<file path="src/rtl/stopwatch_defs.sv">
// -----------------------------------------------------------------------------
// stopwatch_defs
// Shared definitions for the stopwatch controller: FSM state encodings,
// default parameter values, the count width and the count-advance helper.
// No ports (package).
// -----------------------------------------------------------------------------
package stopwatch_defs;

    // Default timing/limit values for a 50 MHz system clock.
    localparam int DEF_TICK_CYCLES     = 50_000_000;
    localparam int DEF_DEBOUNCE_CYCLES = 1_000_000;
    localparam int DEF_MAX_COUNT       = 99;

    // Width of the displayed count.
    localparam int CNT_W = 8;

    // FSM state encodings.
    localparam logic [1:0] ST_IDLE  = 2'd0;
    localparam logic [1:0] ST_RUN   = 2'd1;
    localparam logic [1:0] ST_PAUSE = 2'd2;

    // Next count value on a tick: wraps to zero after the maximum.
    function automatic logic [CNT_W-1:0] cnt_next(input logic [CNT_W-1:0] cur,
                                                  input logic [CNT_W-1:0] max_v);
        logic [CNT_W-1:0] nxt;
        if (cur == max_v) begin
            nxt = {CNT_W{1'b0}};
        end else begin
            nxt = cur + CNT_W'(1);
        end
        return nxt;
    endfunction

endpackage

</file>
<file path="src/rtl/key_debounce_module.sv">
// -----------------------------------------------------------------------------
// key_debounce_module
// Synchronizes, debounces and edge-detects one active-low raw pushbutton.
// Ports:
//   CLK      in   system clock, rising edge
//   RST_N    in   synchronous active-low reset
//   Key_N    in   raw active-low key, asynchronous and bouncing
//   Press    out  registered one-cycle pulse on an accepted press (1->0)
// -----------------------------------------------------------------------------
module key_debounce_module #(
    parameter int DEBOUNCE_CYCLES = 4
) (
    input  logic CLK,
    input  logic RST_N,
    input  logic Key_N,
    output logic Press
);

    localparam int CW = $clog2(DEBOUNCE_CYCLES + 1);
    localparam logic [CW-1:0] DB_LAST = CW'(DEBOUNCE_CYCLES - 1);

    logic          sync1_q, sync1_d;
    logic          sync2_q, sync2_d;
    logic          level_q, level_d;
    logic [CW-1:0] cnt_q,   cnt_d;
    logic          press_q, press_d;

    // Next-state logic for synchronizer, stability counter and press detect.
    always_comb begin
        sync1_d = Key_N;
        sync2_d = sync1_q;
        // The counter tracks how many consecutive samples have disagreed with
        // the accepted level; a sample matching the level restarts it.
        if (sync2_q == level_q) begin
            cnt_d   = {CW{1'b0}};
            level_d = level_q;
        end else if (cnt_q == DB_LAST) begin
            cnt_d   = {CW{1'b0}};
            level_d = sync2_q;
        end else begin
            cnt_d   = cnt_q + CW'(1);
            level_d = level_q;
        end
        press_d = level_q & ~level_d;
    end

    // State registers; key path resets to the released level.
    always_ff @(posedge CLK) begin
        if (!RST_N) begin
            sync1_q <= 1'b1;
            sync2_q <= 1'b1;
            level_q <= 1'b1;
            cnt_q   <= {CW{1'b0}};
            press_q <= 1'b0;
        end else begin
            sync1_q <= sync1_d;
            sync2_q <= sync2_d;
            level_q <= level_d;
            cnt_q   <= cnt_d;
            press_q <= press_d;
        end
    end

    assign Press = press_q;

endmodule

</file>
<file path="src/rtl/stopwatch_ctrl_module.sv">
// -----------------------------------------------------------------------------
// stopwatch_ctrl_module
// Start/pause/clear stopwatch: two debounced keys drive an IDLE/RUN/PAUSE FSM,
// a prescaler divides CLK down to count ticks, and an 8-bit counter wraps
// from MAX_COUNT to 0.
// Ports:
//   CLK          in   system clock, rising edge
//   RST_N        in   synchronous active-low reset
//   Key_Start    in   raw active-low start/pause key
//   Key_Clear    in   raw active-low clear key
//   Number_Data  out  registered count 0..MAX_COUNT
//   Run_Sig      out  registered, high while in RUN
//   Wrap_Pulse   out  registered one-cycle pulse after MAX_COUNT->0
// -----------------------------------------------------------------------------
module stopwatch_ctrl_module
    import stopwatch_defs::*;
#(
    parameter int TICK_CYCLES     = DEF_TICK_CYCLES,
    parameter int DEBOUNCE_CYCLES = DEF_DEBOUNCE_CYCLES,
    parameter int MAX_COUNT       = DEF_MAX_COUNT
) (
    input  logic             CLK,
    input  logic             RST_N,
    input  logic             Key_Start,
    input  logic             Key_Clear,
    output logic [CNT_W-1:0] Number_Data,
    output logic             Run_Sig,
    output logic             Wrap_Pulse
);

    localparam int PW = (TICK_CYCLES > 1) ? $clog2(TICK_CYCLES) : 1;
    localparam logic [PW-1:0]    TICK_LAST = PW'(TICK_CYCLES - 1);
    localparam logic [CNT_W-1:0] CNT_MAX   = CNT_W'(MAX_COUNT);

    logic             start_ev_s;
    logic             clear_ev_s;
    logic             tick_s;

    logic [1:0]       state_q, state_d;
    logic [PW-1:0]    presc_q, presc_d;
    logic [CNT_W-1:0] count_q, count_d;
    logic             run_q,   run_d;
    logic             wrap_q,  wrap_d;

    key_debounce_module #(
        .DEBOUNCE_CYCLES (DEBOUNCE_CYCLES)
    ) u_key_start (
        .CLK   (CLK),
        .RST_N (RST_N),
        .Key_N (Key_Start),
        .Press (start_ev_s)
    );

    key_debounce_module #(
        .DEBOUNCE_CYCLES (DEBOUNCE_CYCLES)
    ) u_key_clear (
        .CLK   (CLK),
        .RST_N (RST_N),
        .Key_N (Key_Clear),
        .Press (clear_ev_s)
    );

    // FSM next state; clear dominates a simultaneous start.
    always_comb begin
        state_d = state_q;
        if (clear_ev_s) begin
            state_d = ST_IDLE;
        end else begin
            case (state_q)
                ST_IDLE:  state_d = start_ev_s ? ST_RUN   : ST_IDLE;
                ST_RUN:   state_d = start_ev_s ? ST_PAUSE : ST_RUN;
                ST_PAUSE: state_d = start_ev_s ? ST_RUN   : ST_PAUSE;
                default:  state_d = ST_IDLE;
            endcase
        end
    end

    // Prescaler and counter next values; PAUSE holds both.
    always_comb begin
        tick_s  = (state_q == ST_RUN) && (presc_q == TICK_LAST);
        presc_d = presc_q;
        count_d = count_q;
        wrap_d  = 1'b0;
        if (clear_ev_s || (state_q == ST_IDLE)) begin
            presc_d = {PW{1'b0}};
            count_d = {CNT_W{1'b0}};
        end else if (state_q == ST_RUN) begin
            presc_d = tick_s ? {PW{1'b0}} : presc_q + PW'(1);
            if (tick_s) begin
                count_d = cnt_next(count_q, CNT_MAX);
                wrap_d  = (count_q == CNT_MAX);
            end else begin
                count_d = count_q;
            end
        end else begin
            presc_d = presc_q;
            count_d = count_q;
        end
        run_d = (state_d == ST_RUN);
    end

    // Control registers; reset overrides every event in the same cycle.
    always_ff @(posedge CLK) begin
        if (!RST_N) begin
            state_q <= ST_IDLE;
            presc_q <= {PW{1'b0}};
            count_q <= {CNT_W{1'b0}};
            run_q   <= 1'b0;
            wrap_q  <= 1'b0;
        end else begin
            state_q <= state_d;
            presc_q <= presc_d;
            count_q <= count_d;
            run_q   <= run_d;
            wrap_q  <= wrap_d;
        end
    end

    assign Number_Data = count_q;
    assign Run_Sig     = run_q;
    assign Wrap_Pulse  = wrap_q;

endmodule

</file>
<file path="config.mk">
export PLATFORM = sky130hd
export DESIGN_NAME = stopwatch_ctrl_module
export DESIGN_NICKNAME = d
export VERILOG_FILES = /design/src/rtl/stopwatch_defs.sv /design/src/rtl/key_debounce_module.sv /design/src/rtl/stopwatch_ctrl_module.sv
export SDC_FILE = /design/constraint.sdc
export NUM_CORES = 1
export LEC_CHECK = 0
export BUFFER_PORTS_ARGS = -buffer_cell sky130_fd_sc_hd__buf_2
export CAP_MARGIN = 20
export CORE_MARGIN = 2
export CORE_UTILIZATION = 64
export CTS_BUF_LIST = sky130_fd_sc_hd__clkbuf_4
export CTS_CLUSTER_SIZE = 30
export DETAILED_ROUTE_END_ITERATION = 8
export PLACE_DENSITY = 0.82
export SETUP_SLACK_MARGIN = 0.2
export SLEW_MARGIN = 20
export SYNTH_ARGS = -nofsm -noshare
export SYNTH_HDL_FRONTEND = slang
export SYNTH_SLANG_ARGS = --single-unit
</file>
<file path="constraint.sdc">
create_clock -name CLK -period 2.7 [get_ports CLK]
set_clock_uncertainty 0.1 [all_clocks]
set_input_delay 0.405 -clock CLK [delete_from_list [all_inputs] [get_ports CLK]]
set_output_delay 0.405 -clock CLK [all_outputs]
set_load 0.005 [all_outputs]
</file>
==> Yosys cells after proc, flatten, opt, wreduce, memory -nomap -nowiden <==
Cells that the tools add are included.
{ "classes": {"bitwise": 7, "add_sub_neg": 4, "mux": 11, "reduce_logical": 8, "n_eq_ne": 9} }
{ "ops": {"columns": ["cell", "count"], "rows": [
  ["adder 20 x 1 -> 20 bit, second input constant", 2],
  ["== test 20 bit, second input constant", 2],
  ["adder 26 x 1 -> 26 bit, second input constant", 1],
  ["== test 26 bit, second input constant", 1],
  ["two-way mux 26 bit", 1],
  ["adder 8 x 1 -> 8 bit, second input constant", 1],
  ["== test 8 x 7 -> 1 bit, second input constant", 1],
  ["two-way mux 8 bit", 1],
  ["two-way mux 2 bit", 3],
  ["one-hot mux 2 bit (3 select lines)", 1],
  ["OR reduction 3 bit", 2],
  ["two-way mux 1 bit", 5],
  ["inverter 1 bit", 5],
  ["== test 2 x 1 -> 1 bit, second input constant", 2],
  ["OR reduction 4 bit", 1],
  ["AND 1 bit", 2],
  ["== test 1 bit", 2],
  ["== test 2 bit, second input constant", 1],
  ["logical NOT 2 bit", 1],
  ["AND reduction 2 bit", 1],
  ["OR reduction 2 bit", 1],
  ["logical AND 1 bit", 1],
  ["logical OR 1 bit", 1]
]} }
{ "totals": {"out_inout_bits": 10, "in_bits": 4, "elab_cells": 54, "reg_bits": 86} }

==> Logic depth before layout (Yosys ltp) <==
Gate-level depths: netlist of the first run.
{ "logic_depth": {"ltp_word": 5, "mapped_depth": 6, "ltp_nobuf": 5} }

==> Hierarchy <==
Synthesis of the first run repeated with hierarchy kept, for this count alone.
{ "unflattened": {"cells_unflattened": 442, "area_unflattened_um2": 3872.5} }
{ "modules_own_cells": {"columns": ["module", "cells_each", "area_per_inst_um2", "n_inst", "seq_area_each_um2"], "rows": [
  ["key_debounce_module", 115, 1041.0, 2, 480.5],
  ["stopwatch_ctrl_module", 212, 1790.5, 1, 760.7]
]} }

==> Worst setup path before layout of the first run <==
Ideal clock, no wire load.
{ "synth_path": {"path_type": "register -> register", "start": "reg presc_q[0]", "end": "reg count_q[5], in the netlist Number_Data[5]", "synth_period_minus_slack_ns": 2.155, "setup_time_ns": 0.115, "slack_ns": 0.545, "n_path_buf": 0, "arrival_ns": 1.940, "required_ns": 2.485, "stages_incl_launch_ff": 6, "path_cell_list": "dfxtp_1 ha_1 inv_1 nor4_1 o211ai_1 a21bo_2"} }
{ "synth_between": {"elab_chain_cells": 3} }
{ "synth_rtl": {"columns": ["element", "line", "text"], "rows": [
  ["start, declared", "stopwatch_ctrl_module.sv:40", "logic [PW-1:0] presc_q, presc_d;"],
  ["start signal, assigned", "stopwatch_ctrl_module.sv:106", "presc_q <= {PW{1'b0}};"],
  ["start signal, assigned", "stopwatch_ctrl_module.sv:112", "presc_q <= presc_d;"],
  ["== test 26 bit", "stopwatch_ctrl_module.sv:80", "tick_s = (state_q == ST_RUN) && (presc_q == TICK_LAST);"],
  ["logical AND 1 bit", "stopwatch_ctrl_module.sv:80", null],
  ["AND reduction 2 bit (no source line)", null, null],
  ["end signal, assigned", "stopwatch_ctrl_module.sv:107", "count_q <= {CNT_W{1'b0}};"],
  ["end signal, assigned", "stopwatch_ctrl_module.sv:113", "count_q <= count_d;"],
  ["end, declared", "stopwatch_ctrl_module.sv:41", "logic [CNT_W-1:0] count_q, count_d;"]
]} }
Every way passes these cells.
A chain may end at the register's enable or synchronous reset.

==> Worst setup path after layout of the first run <==
{ "layout_path": {"start": "reg presc_q[16]", "end": "reg count_q[3], in the netlist Number_Data[3]"} }
Same word-level chain as after synthesis.

==> impl_results.md, run 1 <==
* Status: complete, no violations
* Initial core utilization at 65.6%
* Synth unique cells at 44
* Worst Setup End Kind: flop
* P&R area growth vs syn at 7.02%
* WHS Endpoint: u_key_clear.sync1_q
* Hold Path Depth at 2
* Detail Route met3 WL at approximately 340 µm
* Top-count cell post-synth: dfxtp_1
* Synth area leader: dfxtp_1
* Hpwl dp at roughly 5500 µm
* Global placer's final weighted congestion at roughly 0.87
* Post-Synthesis Cells at approximately 470
* Gate power share at under 10%
* Hold Slack at roughly 0.039 ns
* Worst reg-to-reg setup slack at around 0.4 ns
* Reg clk slew, reported paths at ~0.13 ns
* Primary FF master, synth: dfxtp_1
* Sw power at 460 µW
* Number of global-route vias before repair at about 3300
* Worst-Margin Slew at about 0.61 ns
* Fraction of registers with async set/reset at 0%
* Area of placed instances at between 0.004 and 0.005 mm²
* WP data arrival at roughly 2.6 ns
* Num CTS Buffers at 9
* DRC Markers at 0
* HP Start: Key_Clear
* CTS root buffer: clkbuf_4
* Min-Delay Path Class: input port to flop
* Worst path slowest cell: or4b_1
* GRT Total Usage at between 20% and 30%
* Share of the synthesized area in the top cell type at 41.8%
* Share of cells above drive strength 1 at ~10%
* Synth top cells by count: dfxtp_1, nor2_1, nand3_1, nand2_1, nand4_1
* Clock group share of total power at between 30% and 40%
* Reg-to-reg critical path endpoint: Number_Data[3]
* Initial antenna violation count at 0
* Met1 Wirelength at between 3000 and 4000 µm
* Final instance area at between 0.004 and 0.005 mm²
* Final worst path period share at between 80% and 90%
* Max-cap viol count at 0
* Clock sinks at 86
* Total grt overflow at 0
* Max clock buf depth at 2
* Vias at between 3000 and 4000
* Yosys reg bits at between 80 and 90
* Final ANT Viol Nets at 0
* H-tree depth at 3
* Ys Warns at 0
* Cts repair resizes at 0
* Reg2Reg Launch Point: presc_q[16]
* ANT cells at 0
* Number of synthesized flops with an enable pin at 0
* Post-Syn Area at a little over 0.004 mm²
* Final hold vios at 0
* Internal power at between 1.5 and 2 mW
* CP Data Required Time at 2.97 ns
* Sw frac at between 20% and 30%
* Final TNS setup at 0 ns
* Mean post-synth cell area at 8.69 µm²
* Crit path kind: flop to flop
* Die X at about 84 µm
* Fmax achieved at around 430 MHz
* CP max stage delay at 0.55 ns
* Rel. slew slack at about three fifths
* Reg power frac at ~63%
* Power Total at just over 2 mW
* First-pass GRT wire length at 14500 µm
* Power Density at around 460 mW/mm²
* CP startpoint kind: flop
* Mapped Nets at slightly below 500
* Routed wire length at approximately 8200 µm
* R2R depth at 4
* Crit-path max FO at 8
* Area contributors post-synth: dfxtp_1, xor2_1, nand4_1, nor2_1, nand3_1
* Final Slew Violations at 0
* First-pass DRT Iterations at 4
* Port bufs at 13
* Final net count at a little under 500
* CP Cell Sequence: or4b_1, or4_1, or4_1, a21oi_1
* Drt wl/cell at between 10 and 15 µm
* Post CTS Setup Buffer Count at 0
* Setup violators final at 0
* Largest net degree at the start of global routing at 31
* Die height at about 84 µm
* Critical path buffers and inverters at 0
* P_leak at around 1.3 nW
* Worst skew pair latency at roughly 0.44 ns
* CTS Hold Buffers Added at 0
* RSZ-0062 raised after global routing: false
* Core Util, Final at a little over two thirds
* Register area share after synthesis at a little over two fifths
* Post-layout min period at roughly 2.3 ns
* Die area at about 0.0071 mm²
* Fillcell total at 519
* Critical path's top delay family: simple AND/OR/NAND/NOR gates
* Top cell by count, worst path: or4_1
* Initial DRC Count at around 220
* Area of the core at roughly 0.0063 mm²
* Top Ports at 14
* VDD IR max at roughly 0.42 mV
* CTS tree: built
* Routed met2 length at ~3900 µm
* Vias/cell at approximately 6.2
* Row Count at 29
* Uppermost layer routed: met4
==> cells in the final DEF, fill, tap and decap left out, types with 3 or more instances in the layout <==
cell	synthesis	routed
dfxtp_1	86	86
o21ai_0	15	15
nor3_1	16	16
and4_1	4	4
nand4b_1	3	3
or4_1	19	19
or2_2	3	3
nand3b_1	3	3
buf_4	0	7
nand3_1	29	29
nor2_1	40	40
and4b_1	4	4
and2_1	4	4
clkbuf_4	0	9
xnor2_1	13	13
a211oi_1	14	14
inv_1	17	17
a21oi_1	17	17
o211ai_1	4	4
or3_1	11	11
ha_1	5	5
nor2b_1	3	3
mux2i_1	6	6
o311ai_0	4	4
xor2_1	20	20
nand2_1	27	27
nand4_1	25	25
nand2b_1	7	7
o31ai_1	17	17
nor4_1	12	12
and3_1	9	9
buf_2	3	13
==> metrics by stage <==
| stage | setup slack [ns] | instances |
|---|---|---|
| after global placement | 0.487 | 552 |
| after floorplan | 0.545 | 474 |
| after CTS | 0.396 | 568 |
| after global routing | 0.280 | 569 |
| after detailed placement | 0.442 | 552 |
| final | 0.392 | 569 |
==> power groups by stage <==
stage          logic (mW)  registers (mW)  clock network [mW]
2_1_floorplan      0.0132            1.30                   0
3_3_place_gp       0.0183            1.30                   0
3_5_place_dp       0.0189            1.30                   0
4_1_cts            0.0188            1.27               0.751
5_1_grt            0.0223            1.28               0.809
6_report           0.0199            1.27               0.731
==> metal layers <==
layer / vias to the layer above / GRT usage, %
met1: 1678 / 30.8
met4: 0 / 8.50
met5: - / 0
met3: 12 / 7.37
li1: 1797 / -
met2: 66 / 40.2
==> worst reg2reg max path, cell delays in order, from the launching register on <==
cell and delay [ns]:
dfxtp_1 0.39, or4b_1 0.55, or4_1 0.52, or4_1 0.53
a21oi_1 0.15
==> worst max path at each step <==
stage                      startpoint        endpoint  slack [ns]  cells after the start
final                     presc_q[16]  Number_Data[3]        0.39                      4
after global routing      presc_q[16]  Number_Data[3]        0.28                      4
after CTS                 presc_q[16]  Number_Data[3]        0.40                      4
after detailed placement  presc_q[16]  Number_Data[3]        0.44                      4
after global placement    presc_q[16]  Number_Data[3]        0.49                      4
after floorplan            presc_q[0]  Number_Data[5]        0.54                      5
==> kinds of logic (layout without fill, tap and decap cells) <==
kind of cell    Yosys count  after routing  share of synthesized area [%]
compound gates           77             77                           12.8
xor+xnor                 33             33                           7.02
fa+ha+maj                 5              5                           1.52
buf+inv                  36             54                           3.37
flops                    86             86                           41.8
mux                       6              6                           1.46
simple gates            231            231                           32.1
==> final cells by class <==
cell class / instances / area [µm²] / share of cell area [%]
clock buffer: 9 / 67.6 / 1.53
inverter: 17 / 63.8 / 1.45
timing repair buffer: 21 / 128 / 2.90
sequential: 86 / 1720 / 39.1
multi-input combinational: 352 / 2260 / 51.2
clock inverter: 7 / 72.6 / 1.65
tap: 77 / 96.3 / 2.19
==> flip-flops by register name, summed over array words and instances, names as in the netlist <==
name	cells
u_key_start.level_q	1
u_key_clear.sync1_q	1
u_key_start.Press	1
u_key_clear.sync2_q	1
u_key_start.cnt_q	20
u_key_start.sync2_q	1
u_key_clear.Press	1
Number_Data	8
u_key_start.sync1_q	1
Wrap_Pulse	1
u_key_clear.cnt_q	20
presc_q	26
Run_Sig	1
state_q	2
u_key_clear.level_q	1
(Power assumes the default switching activity.)
==> inputs of run 2 (changes only) <==
==> constraint.sdc (replaced) <==
create_clock -name CLK -period 2.2 [get_ports CLK]
set_clock_uncertainty 0.1 [all_clocks]
set_input_delay 0.33 -clock CLK [delete_from_list [all_inputs] [get_ports CLK]]
set_output_delay 0.33 -clock CLK [all_outputs]
set_load 0.005 [all_outputs]
==> impl_results.md, run 2 (same netlist as run 1, synthesis figures left out) <==
* Status: complete, no violations
* Final worst path period share at 96.5% (+11 points)
* Max-cap viol count at 0 (unchanged)
* Final instance area at 0.00488 mm² (+11%)
* GRT Total Usage at 27.7% (+3.2 points)
* VDD IR max at 0.542 mV (+29%)
* P&R area growth vs syn at 18.6%
* Power Density at 518 mW/mm² (+13%)
* Setup violators final at 0 (unchanged)
* Clock group share of total power at 37.0% (+0.9 points)
* Min-Delay Path Class: input port to flop
* Commonest non-fill, non-tap cell in the layout: dfxtp_1
* Worst Setup End Kind: flop
* Crit path kind: flop to flop
* Worst-Margin Slew at 0.629 ns (+0.0182 ns)
* Rel. slew slack at 58.1% (-1.2 points)
* Initial core utilization at 65.6% (unchanged)
* Max reg flops at 26 (unchanged)
* Drt wl/cell at 15.7 µm (+9.4%)
* Initial antenna violation count at 0 (unchanged)
* Die X at 84.2 µm (unchanged)
* Final hold vios at 0 (unchanged)
* Clock sinks at 86 (unchanged)
* Internal power at 1.93 mW (+24%)
* CP startpoint kind: flop
* H-tree depth at 3 (unchanged)
* Die area at 0.00709 mm² (unchanged)
* Initial DRC Count at 194 (-13%)
* Final ANT Viol Nets at 0 (unchanged)
* ANT cells at 0 (unchanged)
* Reg power frac at 61.8% (-1.1 points)
* Fillcell total at 426 (-18%)
* RSZ-0062 raised after global routing: true
* P_leak at 1.54 nW (+16%)
* Fmax achieved at 471 MHz (+8.8%)
* Vias/cell at 6.31 (+0.99%)
* Largest Register: presc_q
* Sw power at 595 µW (+29%)
* Global placer's final weighted congestion at 0.824 (-5.5%)
* Gate power share at 1.2% (+0.2 points)
* Port bufs at 13 (unchanged)
* Largest net degree at the start of global routing at 31 (unchanged)
* Final net count at 528 (+6.5%)
* Share of cells above drive strength 1 at 19.8% (+9.9 points)
* Post-layout min period at 2.12 ns (-0.186 ns)
* Area of the core at 0.00628 mm² (unchanged)
* Largest regs: presc_q: 26 flops, u_key_clear.cnt_q: 20 flops, u_key_start.cnt_q: 20 flops
* Hpwl dp at 5820 µm (+5.6%)
* Top Ports at 14 (unchanged)
* Die height at 84.2 µm (unchanged)
* Vias at 3790 (+6.7%)
* Num CTS Buffers at 9 (unchanged)
* First-pass DRT Iterations at 5 (+1)
* CP Data Required Time at 2.42 ns (-0.55 ns)
* Final TNS setup at 0 ns (unchanged)
* Row Count at 29 (unchanged)
* Max clock buf depth at 2 (unchanged)
* Final Slew Violations at 0 (unchanged)
* Reg clk slew, reported paths at 0.14 ns (about the same)
* Hold Slack at 0.159 ns (+0.120 ns)
* First-pass GRT wire length at 16200 µm (+12%)
* Commonest cells after routing, fill and taps aside: dfxtp_1, nor2_1, buf_4
* Worst skew pair latency at 0.45 ns (about the same)
* Crit-path max FO at 6 (-2)
* Number of global-route vias before repair at 3605 (+8.8%)
* Total grt overflow at 0 (unchanged)
* Routed wire length at 9430 µm (+16%)
* DRC Markers at 0 (unchanged)
* Sw frac at 23.5% (+0.83 points)
* CTS root buffer: clkbuf_4
* Area of placed instances at 0.00440 mm² (+3.4%)
* WP data arrival at 2.34 ns (-0.24 ns)
* CTS tree: built
==> run 2: critical path: stages (launching register included) <==
cell,delay [ns]
dfxtp_4,0.37
or4b_4,0.52
or4_4,0.50
buf_6,0.16
o31ai_4,0.26
a21oi_1,0.09
==> run 2: routing by layer <==
metal	vias to the layer above	global-route usage, %	share of wire, %
met4	0	12.0	1.9
met1	1812	34.2	43
met3	16	6.59	4.5
li1	1865	-	-
met2	97	46.3	50
met5	-	0	0
==> run 2: path summary, 6_finish.rpt <==
kind	from	end	slack [ns]	cells after the start
min reg2reg	u_key_start.sync1_q	u_key_start.sync2_q	0.32	1
min	RST_N	u_key_start.sync2_q	0.16	3
max reg2reg	presc_q[16]	Number_Data[3]	0.08	5
max	presc_q[16]	Number_Data[3]	0.08	5
==> run 2: power by group through the flow <==
| stage | registers (mW) | clock network (mW) | logic (mW) |
|---|---|---|---|
| floorplan | 1.60 | 0 | 0.0168 |
| global placement | 1.60 | 0 | 0.0255 |
| detailed placement | 1.60 | 0 | 0.0267 |
| CTS | 1.56 | 0.960 | 0.0295 |
| global route | 1.56 | 1.01 | 0.0336 |
| finish | 1.56 | 0.936 | 0.0293 |
==> run 2: final cells by class <==
| class | count | area (µm²) | share of cell area, % |
|---|---|---|---|
| tap | 77 | 96.3 | 1.97 |
| sequential | 86 | 1740 | 35.6 |
| inverter | 17 | 63.8 | 1.31 |
| clock buffer | 9 | 67.6 | 1.38 |
| clock inverter | 7 | 78.8 | 1.61 |
| timing repair buffer | 53 | 468 | 9.58 |
| multi-input combinational | 352 | 2370 | 48.6 |
==> run 2: through the flow <==
step | utilization, % | worst slack, ns | cells | total power [mW]
4_1_cts | 75.3 | 0.126 | 592 | 2.55
5_1_grt | 77.8 | 0.0391 | 601 | 2.61
3_3_place_gp | 70.1 | 0.131 | 564 | 1.62
3_5_place_dp | 70.1 | 0.125 | 564 | 1.63
6_report | 77.8 | 0.0779 | 601 | 2.53
2_1_floorplan | - | 0.0781 | 474 | 1.61
==> run 2: what timing repair did <==
action	in CTS	in global routing
hold buffers	2	0
pin swaps	6	11
setup endpoints to repair	26	58
gates cloned	3	1
endpoints found under the hold margin	2	0
setup buffers	7	8
gates resized for setup	12	24
